`src/rtl/uart_rx_os16.sv`:
```
// 16x-oversampling UART receiver. It consumes one-clock s_tick pulses (16 per
// bit), samples each bit mid-period and delivers DBIT data bits LSB first.
// Each frame ends with a one-cycle done strobe and a stop-bit framing flag.
module uart_rx_os16 #(
  parameter int DBIT    = 8,
  parameter int SB_TICK = 16
) (
  input  logic            clk,
  input  logic            reset,
  input  logic            rx,
  input  logic            s_tick,
  output logic [DBIT-1:0] dout,
  output logic            rx_done_tick,
  output logic            frame_err,
  output logic            busy
);

  localparam int CW = (SB_TICK > 16) ? 5 : 4;
  localparam int NW = (DBIT > 1) ? $clog2(DBIT) : 1;
  localparam logic [CW-1:0] CNT_MID  = CW'(7);
  localparam logic [CW-1:0] CNT_BIT  = CW'(15);
  localparam logic [CW-1:0] CNT_STOP = CW'(SB_TICK - 1);
  localparam logic [NW-1:0] N_LAST   = NW'(DBIT - 1);
  // With a single stop bit the stop sample and the frame end share one tick,
  // so the live line value is used instead of the captured one.
  localparam logic STOP_DIRECT = (SB_TICK == 16);

  typedef enum logic [1:0] {
    IDLE  = 2'd0,
    START = 2'd1,
    DATA  = 2'd2,
    STOP  = 2'd3
  } state_t;

  logic [1:0]      sync_r;
  logic            rx_s;
  state_t          state_r, state_nxt;
  logic [CW-1:0]   s_cnt_r, s_cnt_nxt;
  logic [NW-1:0]   n_r, n_nxt;
  logic [DBIT-1:0] b_r, b_nxt;
  logic            stop_r, stop_nxt;
  logic [DBIT-1:0] dout_nxt;
  logic            done_nxt;
  logic            ferr_nxt;
  logic            busy_nxt;

  assign rx_s = sync_r[1];

  // State, datapath and output registers, including the rx synchronizer.
  always_ff @(posedge clk) begin
    if (reset) begin
      sync_r       <= 2'b11;
      state_r      <= IDLE;
      s_cnt_r      <= '0;
      n_r          <= '0;
      b_r          <= '0;
      stop_r       <= 1'b0;
      dout         <= '0;
      rx_done_tick <= 1'b0;
      frame_err    <= 1'b0;
      busy         <= 1'b0;
    end else begin
      sync_r       <= {sync_r[0], rx};
      state_r      <= state_nxt;
      s_cnt_r      <= s_cnt_nxt;
      n_r          <= n_nxt;
      b_r          <= b_nxt;
      stop_r       <= stop_nxt;
      dout         <= dout_nxt;
      rx_done_tick <= done_nxt;
      frame_err    <= ferr_nxt;
      busy         <= busy_nxt;
    end
  end

  // Next-state and next-output logic; only IDLE->START moves without a tick.
  always_comb begin
    state_nxt = state_r;
    s_cnt_nxt = s_cnt_r;
    n_nxt     = n_r;
    b_nxt     = b_r;
    stop_nxt  = stop_r;
    dout_nxt  = dout;
    ferr_nxt  = frame_err;
    done_nxt  = 1'b0;
    case (state_r)
      IDLE: begin
        if (!rx_s) begin
          state_nxt = START;
          s_cnt_nxt = '0;
        end else begin
          state_nxt = IDLE;
        end
      end
      START: begin
        if (s_tick) begin
          if (s_cnt_r == CNT_MID) begin
            if (!rx_s) begin
              state_nxt = DATA;
              s_cnt_nxt = '0;
              n_nxt     = '0;
            end else begin
              // Line went back high by mid start bit: glitch, not a frame.
              state_nxt = IDLE;
            end
          end else begin
            s_cnt_nxt = s_cnt_r + CW'(1);
          end
        end else begin
          state_nxt = START;
        end
      end
      DATA: begin
        if (s_tick) begin
          if (s_cnt_r == CNT_BIT) begin
            s_cnt_nxt = '0;
            b_nxt     = {rx_s, b_r[DBIT-1:1]};
            if (n_r == N_LAST) begin
              state_nxt = STOP;
            end else begin
              n_nxt = n_r + NW'(1);
            end
          end else begin
            s_cnt_nxt = s_cnt_r + CW'(1);
          end
        end else begin
          state_nxt = DATA;
        end
      end
      STOP: begin
        if (s_tick) begin
          if (s_cnt_r == CNT_BIT) begin
            stop_nxt = rx_s;
          end else begin
            stop_nxt = stop_r;
          end
          if (s_cnt_r == CNT_STOP) begin
            state_nxt = IDLE;
            dout_nxt  = b_r;
            ferr_nxt  = STOP_DIRECT ? ~rx_s : ~stop_r;
            done_nxt  = 1'b1;
          end else begin
            s_cnt_nxt = s_cnt_r + CW'(1);
          end
        end else begin
          state_nxt = STOP;
        end
      end
      default: begin
        state_nxt = IDLE;
      end
    endcase
    busy_nxt = (state_nxt != IDLE);
  end

endmodule

```
`config.mk`:
```
export PLATFORM = sky130hd
export DESIGN_NAME = uart_rx_os16
export DESIGN_NICKNAME = d
export VERILOG_FILES = /design/src/rtl/uart_rx_os16.sv
export SDC_FILE = /design/constraint.sdc
export NUM_CORES = 1
export LEC_CHECK = 0
export CAP_MARGIN = 10
export CORE_MARGIN = 5
export CORE_UTILIZATION = 54
export CTS_CLUSTER_DIAMETER = 30
export DETAILED_ROUTE_END_ITERATION = 7
export MAX_ROUTING_LAYER = met4
export PLACE_DENSITY = 0.77
export RECOVER_POWER = 50
export SYNTH_ARGS = -nofsm -noshare
export SYNTH_HDL_FRONTEND = slang
export SYNTH_SLANG_ARGS = --single-unit
```
`constraint.sdc`:
```
create_clock -name clk -period 1.7 [get_ports clk]
set_clock_uncertainty 0.05 [all_clocks]
set_input_delay 0.34 -clock clk [delete_from_list [all_inputs] [get_ports clk]]
set_output_delay 0.34 -clock clk [all_outputs]
set_load 0.02 [all_outputs]
```
==> results of run 1 <==
## flip-flops by register name (all words and copies together) (netlist names)
name,cells
b_r,8
busy,1
dout,8
frame_err,1
n_r,3
rx_done_tick,1
s_cnt_r,4
state_r,2
sync_r,2
## path summary, 6_finish.rpt
path / from / depth (start not counted) / endpoint
max: dout[7] / 1 / dout[7]
min: sync_r[0] / 1 / sync_r[1]
max reg2reg: n_r[0] / 6 / n_r[0]
min reg2reg: sync_r[0] / 1 / sync_r[1]
## cell type report
type / instances / area share (%)
inverters: 3 / 0.732
clock buffers: 7 / 3.58
well taps: 28 / 2.28
clock inverters: 1 / 0.325
flip-flops and latches: 30 / 39.2
multi-input cells: 97 / 43.5
repair buffers: 20 / 10.4
## per-stage QoR
stage	total power, uW	setup WS, ns	hold slack [ns]	utilization, %	instance area, um2
final	1200	0.0438	0.406	67.6	1540
after global routing	1260	-0.0150	0.418	67.6	1540
after CTS	1220	0.000412	0.381	69.2	1580
after detailed placement	786	-0.134	0.358	66.6	1520
after global placement	784	-0.0778	0.353	66.6	1520
after floorplan	762	0.156	0.339	-	1320
## per-layer routing
metal / wire (um) / track usage [%] / vias up
met2: 1090 / 23.6 / 17
li1: - / - / 515
met3: 92 / 3.92 / 7
met1: 1190 / 19.5 / 453
met4: 57 / 9.06 / 0
met5: 0 / - / -
## timing repair
item,CTS,global route
buffers inserted,0,0
setup endpoints to repair,0,21
resized for setup,0,13
## logic make-up (layout without fill, tap and decap cells)
| group | after synthesis | count (layout) | share of synthesized area, % |
|---|---|---|---|
| and+or+nand+nor | 52 | 52 | 20.7 |
| DFF | 30 | 30 | 45.6 |
| AOI/OAI and AO/OA | 20 | 20 | 9.89 |
| muxes | 20 | 20 | 15.2 |
| buffers and inverters | 10 | 31 | 4.37 |
| adders and majority gates | 3 | 3 | 2.85 |
| xor gates and xnor gates | 2 | 2 | 1.33 |
## power breakdown
part	total, uW	leakage (uW)	internal [uW]	switching (uW)
logic	55.3	0.000345	26.5	28.7
registers	715	0.000243	708	7.05
clock network	430	0.0000353	200	229
## synth_stat cells (3+ instances only)
| cell | count | area (um2) |
|---|---|---|
| inv_1 | 3 | 11.3 |
| nor2_1 | 25 | 93.8 |
| buf_2 | 4 | 20.0 |
| a211oi_1 | 3 | 22.5 |
| nand2_1 | 7 | 26.3 |
| ha_1 | 3 | 37.5 |
| dfxtp_1 | 30 | 601 |
| a21oi_1 | 5 | 25.0 |
| mux2i_1 | 20 | 200 |
==> summary.md, run 1 <==
| Metric | Value |
|---|---|
| Status | `finished clean` |
| Hold Path Class | `reg2reg` |
| Commonest cells after routing, fill and taps aside | `dfxtp_1 (28), nor2_1 (25), mux2i_1 (20)` |
| Seq/Total Area, Yosys | `45.6%` |
| Vias post-DR | `992` |
| CTS tree | `done` |
| Core ar. | `2280 um2` |
| Syn Inst Count | `137` |
| # diodes | `0` |
| Vias in the first global route | `953` |
| H-tree levels | `2` |
| Main flop type after synthesis | `dfxtp_1` |
| Slew Viols, Final | `0` |
| Starting Density | `57.8%` |
| Die Ht | `59.4 um` |
| Storage element area | `603 um2` |
| Num CTS Buffers | `5` |
| # rows | `17` |
| Clk Latency, worst-skew pair | `0.32 ns` |
| Worst setup EP type | `output port` |
| Crit path max-delay family | `buffers and inverters` |
| Pleak | `0.000624 uW` |
| Commonest non-fill, non-tap cell in the layout | `dfxtp_1` |
| Max VDD drop | `546 uV` |
| Routability congestion estimate | `0.910` |
| Routed len/inst | `13.1 um` |
| Final Setup Violations | `0` |
| First-pass GRT wire length | `4080 um` |
| Post-synth ARST share | `0%` |
| Mapped Area | `1320 um2` |
| Final hold vios | `0` |
| Non-filler cells, final | `186` |
| Fill count | `199` |
| Die W | `59.4 um` |
| Critical Path Fanout Max | `2` |
| Max cap viols | `0` |
| Syn Nets | `144` |
| Placed Cells | `178` |
| Antenna violations before repair | `0` |
| Layout Area Growth over Synthesis | `16.9%` |
| Total wire length | `2430 um` |
| Nets | `164` |
| Crit-path cells | `clkdlybuf4s50_1` |
| Unique cell type count in the Yosys netlist | `35` |
| Highest Clock Rate | `0.604 GHz` |
| Number of flops mapped to enable cells by yosys | `0` |
| Reg-to-reg setup timing slack | `0.09 ns` |
| CTS Root Cell | `clkbuf_4` |
| Max incr delay on CP | `0.60 ns` |
| Die area | `3520 um2` |
| TNS Setup | `0 ns` |
| Synth Warn # | `0` |
| CP Buf/Inv Count | `1` |
| Number of synthesized register bits | `30` |
| Area of the multi-input gates | `669 um2` |
| Gr ovfl total | `0` |
| Final ANT Viol Nets | `0` |
| Final Critical Period | `1.66 ns` |
| Global-route total usage across every layer | `15.9%` |
| Power Dens Cells | `780 nW/um2` |
| Count of input and output buffers | `14` |
| Clock-pin slew on the worst setup and hold paths | `0.09 ns` |
| Slew @ Worst Pin | `0.420 ns` |
| Post-route DRC | `0` |
| Largest net degree at the start of global routing | `31` |
| Clock sinks | `30` |
| I/O pin count | `15` |
| Vias per cell | `5.33` |
| Rel. slew slack | `72.0%` |
| Pre-Repair DR Iteration Count | `4` |
| Share of cells above drive strength 1 | `17.1%` |
| Max Root-Sink Buffers | `2` |
| WP data arrival | `1.27 ns` |
| Worst EP required | `1.31 ns` |
| WS Path Type | `reg2out` |
| Worst path slowest cell | `clkdlybuf4s50_1` |
| Syn Area/Cell | `9.61 um2` |
| RSZ-0062 raised after global routing | `yes` |
| Startpoint type of the worst setup path | `flip-flop` |
| Period utilization | `97.4%` |
| DP HPWL | `1680 um` |
| Initial drt markers | `16` |
| Hold buffer count at CTS | `0` |
(Power assumes the default switching activity.)
==> run 2: changes to the inputs <==
--- a/config.mk
+++ b/config.mk
@@ -7,11 +7,10 @@
 export LEC_CHECK = 0
 export CAP_MARGIN = 10
 export CORE_MARGIN = 5
-export CORE_UTILIZATION = 54
+export CORE_UTILIZATION = 35
 export CTS_CLUSTER_DIAMETER = 30
 export DETAILED_ROUTE_END_ITERATION = 7
 export MAX_ROUTING_LAYER = met4
-export PLACE_DENSITY = 0.77
 export RECOVER_POWER = 50
 export SYNTH_ARGS = -nofsm -noshare
 export SYNTH_HDL_FRONTEND = slang
==> summary.md, run 2 (synthesis gave the netlist of run 1 again) <==
| Metric | Value |
|---|---|
| Nets | `165 (was 164)` |
| Clock sinks | `30 (unchanged)` |
| Cell area after layout | `1640 um2 (was 1540 um2)` |
| Global-route total usage across every layer | `12.1% (was 15.9%)` |
| Final hold vios | `0 (unchanged)` |
| Pre-Repair DR Iteration Count | `4 (unchanged)` |
| Status | `finished clean (unchanged)` |
| Max cap viols | `0 (unchanged)` |
| Final Setup Violations | `0 (unchanged)` |
| I/O pin count | `15 (unchanged)` |
| Die W | `71.3 um (was 59.4 um)` |
| CP Buf/Inv Count | `1 (unchanged)` |
| Routability congestion estimate | `0.785 (was 0.910)` |
| Routed len/inst | `12.5 um (was 13.1 um)` |
| Worst Setup SP | `busy (was dout[7])` |
| Die Ht | `71.3 um (was 59.4 um)` |
| Num CTS Buffers | `5 (unchanged)` |
| CTS tree | `done (unchanged)` |
| Vias post-DR | `1,007 (was 992)` |
| Final ANT Viol Nets | `0 (unchanged)` |
| First-pass GRT wire length | `4620 um (was 4080 um)` |
| Initial drt markers | `31 (was 16)` |
| Largest net degree at the start of global routing | `17 (was 31)` |
| Max incr delay on CP | `0.66 ns (was 0.60 ns)` |
| R2R Path Start | `s_cnt_r[0] (was n_r[0])` |
| DP Worst Slack | `-0.173 ns (was -0.134 ns)` |
| Critical Path Fanout Max | `1 (was 2)` |
| Hold_sp | `sync_r[0] (unchanged)` |
| Period utilization | `95.7% (was 97.4%)` |
| Vias in the first global route | `1,103 (was 953)` |
| WHS | `0.366 ns (was 0.406 ns)` |
| DP HPWL | `1890 um (was 1680 um)` |
| # diodes | `0 (unchanged)` |
| Layout Area Growth over Synthesis | `24.2% (was 16.9%)` |
| Core ar. | `3660 um2 (was 2280 um2)` |
| Die area | `5090 um2 (was 3520 um2)` |
| Worst EP required | `1.31 ns (about the same)` |
| Antenna violations before repair | `0 (unchanged)` |
| Slew @ Worst Pin | `0.366 ns (was 0.420 ns)` |
| Clock-pin slew on the worst setup and hold paths | `0.06 ns (was 0.09 ns)` |
| Crit-path cells | `dlygate4sd3_1 (was clkdlybuf4s50_1)` |
| Starting Density | `36.0% (was 57.8%)` |
| Gr ovfl total | `0 (unchanged)` |
| Reg2reg end | `b_r[0] (was n_r[0])` |
| Pleak | `0.000659 uW (was 0.000624 uW)` |
| CTS Root Cell | `clkbuf_8 (was clkbuf_4)` |
| # rows | `22 (was 17)` |
| Max VDD drop | `655 uV (was 546 uV)` |
| Reg-to-reg setup timing slack | `0.12 ns (was 0.09 ns)` |
| WP data arrival | `1.24 ns (was 1.27 ns)` |
| H-tree levels | `2 (unchanged)` |
| Max Root-Sink Buffers | `2 (unchanged)` |
| Total wire length | `2590 um (was 2430 um)` |
| Post-route DRC | `0 (unchanged)` |
| Crit path to | `busy (was dout[7])` |
| Power Dens Cells | `827 nW/um2 (was 780 nW/um2)` |
| Setup ws final | `0.0733 ns (was 0.0438 ns)` |
| Worst setup EP type | `output port (unchanged)` |
| # Post-CTS Setup Buffers | `0 (unchanged)` |
| Regs by FF count | `b_r (8), dout (8), s_cnt_r (4) (unchanged)` |
| Rel. slew slack | `75.0% (was 72.0%)` |
| Worst path slowest cell | `dlygate4sd3_1 (was clkdlybuf4s50_1)` |
| Commonest cells after routing, fill and taps aside | `dfxtp_1 (28), nor2_1 (25), mux2i_1 (20) (unchanged)` |
| Share of cells above drive strength 1 | `17.0% (was 17.1%)` |
| Hold Path Class | `reg2reg (unchanged)` |
| Vias per cell | `4.86 (was 5.33)` |
| Final Critical Period | `1.63 ns (was 1.66 ns)` |
| WS Path Type | `reg2out (unchanged)` |
| Count of input and output buffers | `14 (unchanged)` |
| Dpl cell area | `1540 um2 (was 1520 um2)` |
| Clk Latency, worst-skew pair | `0.28 ns (was 0.32 ns)` |
| Startpoint type of the worst setup path | `flip-flop (unchanged)` |
| Highest Clock Rate | `0.615 GHz (was 0.604 GHz)` |
| Critical path depth | `1 (unchanged)` |
| RSZ-0062 raised after global routing | `no (was yes)` |
| Commonest non-fill, non-tap cell in the layout | `dfxtp_1 (unchanged)` |
| Slew Viols, Final | `0 (unchanged)` |
| Depth of the most critical reg-to-reg path | `6 (unchanged)` |
| Crit path max-delay family | `buffers and inverters (unchanged)` |
| Util after Layout | `44.7% (was 67.6%)` |
run 2: cell types whose count changed in the layout (fill, tap and decap cells not counted), moves of 3 or more:
cell	change
buf_4	+3
clkbuf_1	-9
clkbuf_4	-6
clkbuf_8	+5
clkdlybuf4s50_1	+7
run 2: layout make-up:
type	instances	area (um2)
well taps	48	60.1
fillers	381	2030
repair buffers	21	205
inverters	3	11.3
multi-input cells	97	661
flip-flops and latches	30	603
clock inverters	2	12.5
clock buffers	6	82.6
run 2: how the worst min path moves through the flow:
stage                end  slack (ns)  depth (start not counted)
2_1_floorplan  sync_r[1]        0.34                          1
3_3_place_gp   sync_r[1]        0.34                          1
3_5_place_dp   sync_r[1]        0.35                          1
4_1_cts        sync_r[1]        0.37                          1
5_1_grt        sync_r[1]        0.39                          1
6_report       sync_r[1]        0.37                          1
run 2: report_power, final:
group | total [uW] | internal, uW | switching [uW] | leakage (uW)
clock | 585 | 324 | 261 | 0.0000472
combinational | 51.9 | 24.4 | 27.5 | 0.000369
sequential | 715 | 709 | 6.17 | 0.000243
run 2: metrics by stage:
stage	setup TNS, ns	instances	total power, uW
after floorplan	0	137	762
after global placement	-2.16	199	783
after detailed placement	-3.15	199	784
after CTS	0	207	1380
after global routing	0	207	1420
final	0	207	1350
run 2: what timing repair did:
item,in CTS,in global routing
resized for setup,0,3
hold buffers,0,0
endpoints found under the setup margin,0,8
run 2: routing by layer:
metal	track usage (%)	vias to the layer above	part of all wire (%)
li1	-	517	-
met2	20.4	20	52
met4	7.72	0	2.3
met1	12.2	464	42
met5	-	-	0
met3	3.37	6	4.0
==> run 3: changes to the inputs <==
--- a/config.mk
+++ b/config.mk
@@ -6,7 +6,6 @@
 export NUM_CORES = 1
 export LEC_CHECK = 0
 export CAP_MARGIN = 10
-export CORE_MARGIN = 5
 export CORE_UTILIZATION = 35
 export CTS_CLUSTER_DIAMETER = 30
 export DETAILED_ROUTE_END_ITERATION = 7
==> summary.md, run 3 (synthesis gave the netlist of run 1 again) <==
| Metric | Value |
|---|---|
| Status | `finished clean (unchanged)` |
| Antenna violations before repair | `0 (unchanged)` |
| Max Root-Sink Buffers | `2 (unchanged)` |
| RSZ-0062 raised after global routing | `no (unchanged)` |
| Critical path depth | `1 (unchanged)` |
| Post-route DRC | `0 (unchanged)` |
| CP Buf/Inv Count | `1 (unchanged)` |
| WS Path Type | `reg2out (unchanged)` |
| Count of input and output buffers | `14 (unchanged)` |
| Nets | `167 (was 165)` |
| Vias per cell | `4.95 (was 4.86)` |
| Max VDD drop | `617 uV (was 655 uV)` |
| Depth of the most critical reg-to-reg path | `6 (unchanged)` |
| Clock sinks | `30 (unchanged)` |
| Die W | `63.3 um (was 71.3 um)` |
| Commonest non-fill, non-tap cell in the layout | `dfxtp_1 (unchanged)` |
| Die area | `4010 um2 (was 5090 um2)` |
| Crit path max-delay family | `buffers and inverters (unchanged)` |
| Hold_sp | `sync_r[0] (unchanged)` |
| Routability congestion estimate | `0.855 (was 0.785)` |
| Hold Path Class | `reg2reg (unchanged)` |
| Worst path slowest cell | `clkdlybuf4s50_1 (was dlygate4sd3_1)` |
| Period utilization | `95.5% (was 95.7%)` |
| Slew Viols, Final | `0 (unchanged)` |
| Worst EP required | `1.31 ns (about the same)` |
| Vias in the first global route | `1,000 (was 1,103)` |
| Critical Path Fanout Max | `2 (was 1)` |
| Placed Cells | `199 (unchanged)` |
| # resized after CTS | `0 (unchanged)` |
| Starting Density | `38.0% (was 36.0%)` |
| Core ar. | `3470 um2 (was 3660 um2)` |
| R2R Path Start | `s_cnt_r[0] (unchanged)` |
| Non-filler cells, final | `206 (was 207)` |
| CTS Root Cell | `clkbuf_8 (unchanged)` |
| DP HPWL | `1760 um (was 1890 um)` |
| Max incr delay on CP | `0.62 ns (was 0.66 ns)` |
| Routed len/inst | `12.3 um (was 12.5 um)` |
| Highest Clock Rate | `0.616 GHz (was 0.615 GHz)` |
| Largest net degree at the start of global routing | `14 (was 17)` |
| Num CTS Buffers | `5 (unchanged)` |
| Global-route total usage across every layer | `15.2% (was 12.1%)` |
| Regs by FF count | `b_r (8), dout (8), s_cnt_r (4) (unchanged)` |
| DP Worst Slack | `-0.123 ns (was -0.173 ns)` |
| Initial drt markers | `43 (was 31)` |
| Crit path to | `frame_err (was busy)` |
| Vias post-DR | `1,020 (was 1,007)` |
| Worst setup EP type | `output port (unchanged)` |
| Rel. slew slack | `70.5% (was 75.0%)` |
| First-pass GRT wire length | `4460 um (was 4620 um)` |
| Final Critical Period | `1.62 ns (was 1.63 ns)` |
| Clock-pin slew on the worst setup and hold paths | `0.06 ns (about the same)` |
| Crit-path cells | `clkdlybuf4s50_1 (was dlygate4sd3_1)` |
| Hold buffer count at CTS | `0 (unchanged)` |
| # Post-CTS Setup Buffers | `0 (unchanged)` |
| Final hold vios | `0 (unchanged)` |
| Reg-to-reg setup timing slack | `0.13 ns (was 0.12 ns)` |
| Pleak | `0.000671 uW (was 0.000659 uW)` |
| WP data arrival | `1.23 ns (was 1.24 ns)` |
| Slew @ Worst Pin | `0.441 ns (was 0.366 ns)` |
| # rows | `21 (was 22)` |
| Setup ws final | `0.0768 ns (was 0.0733 ns)` |
| Pre-Repair DR Iteration Count | `5 (was 4)` |
| Final Setup Violations | `0 (unchanged)` |
| Share of cells above drive strength 1 | `15.6% (was 17.0%)` |
| Startpoint type of the worst setup path | `flip-flop (unchanged)` |
| Commonest cells after routing, fill and taps aside | `dfxtp_1 (30), nor2_1 (25), mux2i_1 (20) (was dfxtp_1 (28), nor2_1 (25), mux2i_1 (20))` |
| H-tree levels | `2 (unchanged)` |
| # diodes | `0 (unchanged)` |
| Reg2reg end | `b_r[0] (unchanged)` |
| Power Dens Cells | `909 nW/um2 (was 827 nW/um2)` |
| Total wire length | `2530 um (was 2590 um)` |
| Layout Area Growth over Synthesis | `25.2% (was 24.2%)` |
| Die Ht | `63.3 um (was 71.3 um)` |
| Max cap viols | `0 (unchanged)` |
| CTS tree | `done (unchanged)` |
| Gr ovfl total | `0 (unchanged)` |
| I/O pin count | `15 (unchanged)` |
| Clk Latency, worst-skew pair | `0.28 ns (about the same)` |
| Fill count | `354 (was 381)` |
| Final ANT Viol Nets | `0 (unchanged)` |
| Worst Setup SP | `frame_err (was busy)` |
run 3: worst min path at each step:
stage / end / slack (ns) / cells past startpoint
2_1_floorplan: sync_r[1] / 0.34 / 1
3_3_place_gp: sync_r[1] / 0.35 / 1
3_5_place_dp: sync_r[1] / 0.35 / 1
4_1_cts: sync_r[1] / 0.36 / 1
5_1_grt: sync_r[1] / 0.38 / 1
6_report: sync_r[1] / 0.36 / 1
run 3: final cells by class:
type | count | area, um2 | share of cell area [%]
Multi-Input combinational cell | 97 | 662 | 40.2
Sequential cell | 30 | 601 | 36.4
Timing Repair Buffer | 23 | 204 | 12.4
Clock buffer | 6 | 82.6 | 5.01
Tap cell | 46 | 57.6 | 3.49
Clock inverter | 1 | 30.0 | 1.82
Inverter | 3 | 11.3 | 0.683
run 3: power by group:
part / switching (uW) / internal, uW / leakage, uW
clock: 261 / 468 / 0.0000573
combinational: 28.1 / 24.9 / 0.000371
sequential: 6.24 / 709 / 0.000242
run 3: metrics by stage:
stage	area [um2]	setup TNS [ns]	hold slack (ns)	power (uW)	utilization [%]
after global placement	1540	-1.45	0.346	783	44.3
after detailed placement	1540	-1.97	0.350	784	44.3
after CTS	1650	0	0.365	1520	47.5
after floorplan	1320	0	0.339	762	-
final	1650	0	0.363	1500	47.5
after global routing	1650	0	0.377	1560	47.5
run 3: layer usage:
layer | track usage, % | wire length (um) | vias to the layer above
met5 | - | 0 | -
met4 | 7.67 | 58 | 0
met3 | 5.98 | 113 | 7
met1 | 17.4 | 1180 | 477
li1 | - | - | 517
met2 | 22.7 | 1190 | 19
run 3: worst register-to-register path, cell delays in order, from the launching register on:
cell and delay, ns:
dfxtp_1 0.37, ha_2 0.24, nand3_1 0.16, nor3_4 0.21
buf_4 0.17, mux2i_1 0.21, nor2_1 0.05
==> variant (settings of run 2) <==
Set the parameter `DBIT` to 4 (it was 8).
--- a/src/rtl/uart_rx_os16.sv
+++ b/src/rtl/uart_rx_os16.sv
@@ -2,7 +2,7 @@
 // bit), samples each bit mid-period and delivers DBIT data bits LSB first.
 // Each frame ends with a one-cycle done strobe and a stop-bit framing flag.
 module uart_rx_os16 #(
-  parameter int DBIT    = 8,
+  parameter int DBIT    = 4,
   parameter int SB_TICK = 16
 ) (
   input  logic            clk,
Ports: changed (resized dout); port bits go from 15 to 11. No check against the original RTL was run, so the function may have changed too.
==> variant against run 2 <==
Routed wire length is 13% lower; sequential cell count down 9; die area down 18%; largest cell class unchanged; cell count is 23% lower; register-to-register slack about the same; worst setup slack worse by 6.9 ps; cell area decreased by 26%; area after synthesis down 20%; synthesized cell count shrank 17%; total power is 40% lower.
==> variant: results (changes against run 2) <==
| Metric | Value |
|---|---|
| Vias in the first global route | 860 (-22%) |
| Run status | finished, final reports clean |
| DR WL/cell | 14.0 um (+12%) |
| Clk root buf | clkbuf_4 |
| Share of cells above drive strength 1 | 17.8% (+0.85 points) |
| First-pass GRT wire length | 4.01 mm (-13%) |
| Post-Synth Adder-Cell Area | 2.39% (-0.47 points) |
| Distinct cells, synth | 40 (+14%) |
| Compound-Gate Fraction of Synth Area | 15.4% (+5.5 points) |
| IO Port Bufs | 10 (-4) |
| Sequential-to-total area share from yosys stat | 40.1% (-5.5 points) |
| Final #Nets | 136 (-18%) |
| Skew-Pair Late Insertion Delay | 300 ps (+20 ps) |
| XOR/XNOR Fraction of Synth Area | 0% (-1.3 points) |
| Hold_ws | 365 ps (-1.22 ps) |
| Cells after Synth | 114 (-17%) |
| Reg2Reg Depth | 5 (-1) |
| Vias | 873 (-13%) |
| Worst-path maximum fanout | 2 (+1) |
| Total GRT Usage | 12.1% (+0.060 points) |
| Final HPWL DP | 1.64 mm (-13%) |
| Worst vdd ir | 0.000436 V (-33%) |
| CP Launch Point | dout[1]$_SDFFE_PP0P_ |
| Clock H-tree levels | 1 (-1) |
| Worst path slowest cell | clkdlybuf4s50_1 |
[variant: how the worst max path moves through the flow]
stage                     endpoint  slack, ps  depth (start not counted)
2_1_floorplan  b_r[0]$_SDFFE_PP0P_        200                          5
3_3_place_gp   b_r[3]$_SDFFE_PP0P_       -170                          5
3_5_place_dp   b_r[2]$_SDFFE_PP0P_       -210                          5
4_1_cts        b_r[2]$_SDFFE_PP0P_         10                          5
5_1_grt                    dout[1]          2                          1
6_report                   dout[1]         70                          1
[variant: power groups by stage]
stage / registers (W) / clock network (W) / logic, W
2_1_floorplan: 0.000515 / 0 / 0.0000368
3_5_place_dp: 0.000518 / 0 / 0.0000583
6_report: 0.000507 / 0.000243 / 0.0000567
3_3_place_gp: 0.000517 / 0 / 0.0000574
4_1_cts: 0.000507 / 0.000251 / 0.0000584
5_1_grt: 0.000509 / 0.000282 / 0.0000629
[variant: metrics by stage]
step / setup slack, ps / area (um2)
after floorplan: 200 / 1050
after global placement: -169 / 1200
after detailed placement: -213 / 1200
after CTS: 12.1 / 1230
after global routing: 1.87 / 1200
final: 66.4 / 1200
[variant: metal layers]
| layer | track usage, % | vias to the layer above | share of wire [%] |
|---|---|---|---|
| met4 | 3.17 | 0 | 0 |
| met5 | - | - | 0 |
| li1 | - | 439 | - |
| met3 | 2.07 | 0 | 3.8 |
| met1 | 15.9 | 411 | 49 |
| met2 | 19.4 | 23 | 47 |
[variant: cell type report]
class	instances	share of cell area (%)
Multi-Input combinational cell	83	47.9
Clock inverter	1	0.416
Tap cell	31	3.22
Timing Repair Buffer	17	10.3
Inverter	4	1.25
Sequential cell	21	35.0
Clock buffer	3	1.87
[variant: cells by family after synthesis]
| group | after synthesis |
|---|---|
| simple gates | 47 |
| compound gates | 23 |
| flops | 21 |
| mux | 11 |
| buf+inv | 10 |
| fa+ha+maj | 2 |
[variant: what timing repair did]
action	CTS	global route
setup buffers	0	0
resized for setup	0	7
setup endpoints to repair	0	18
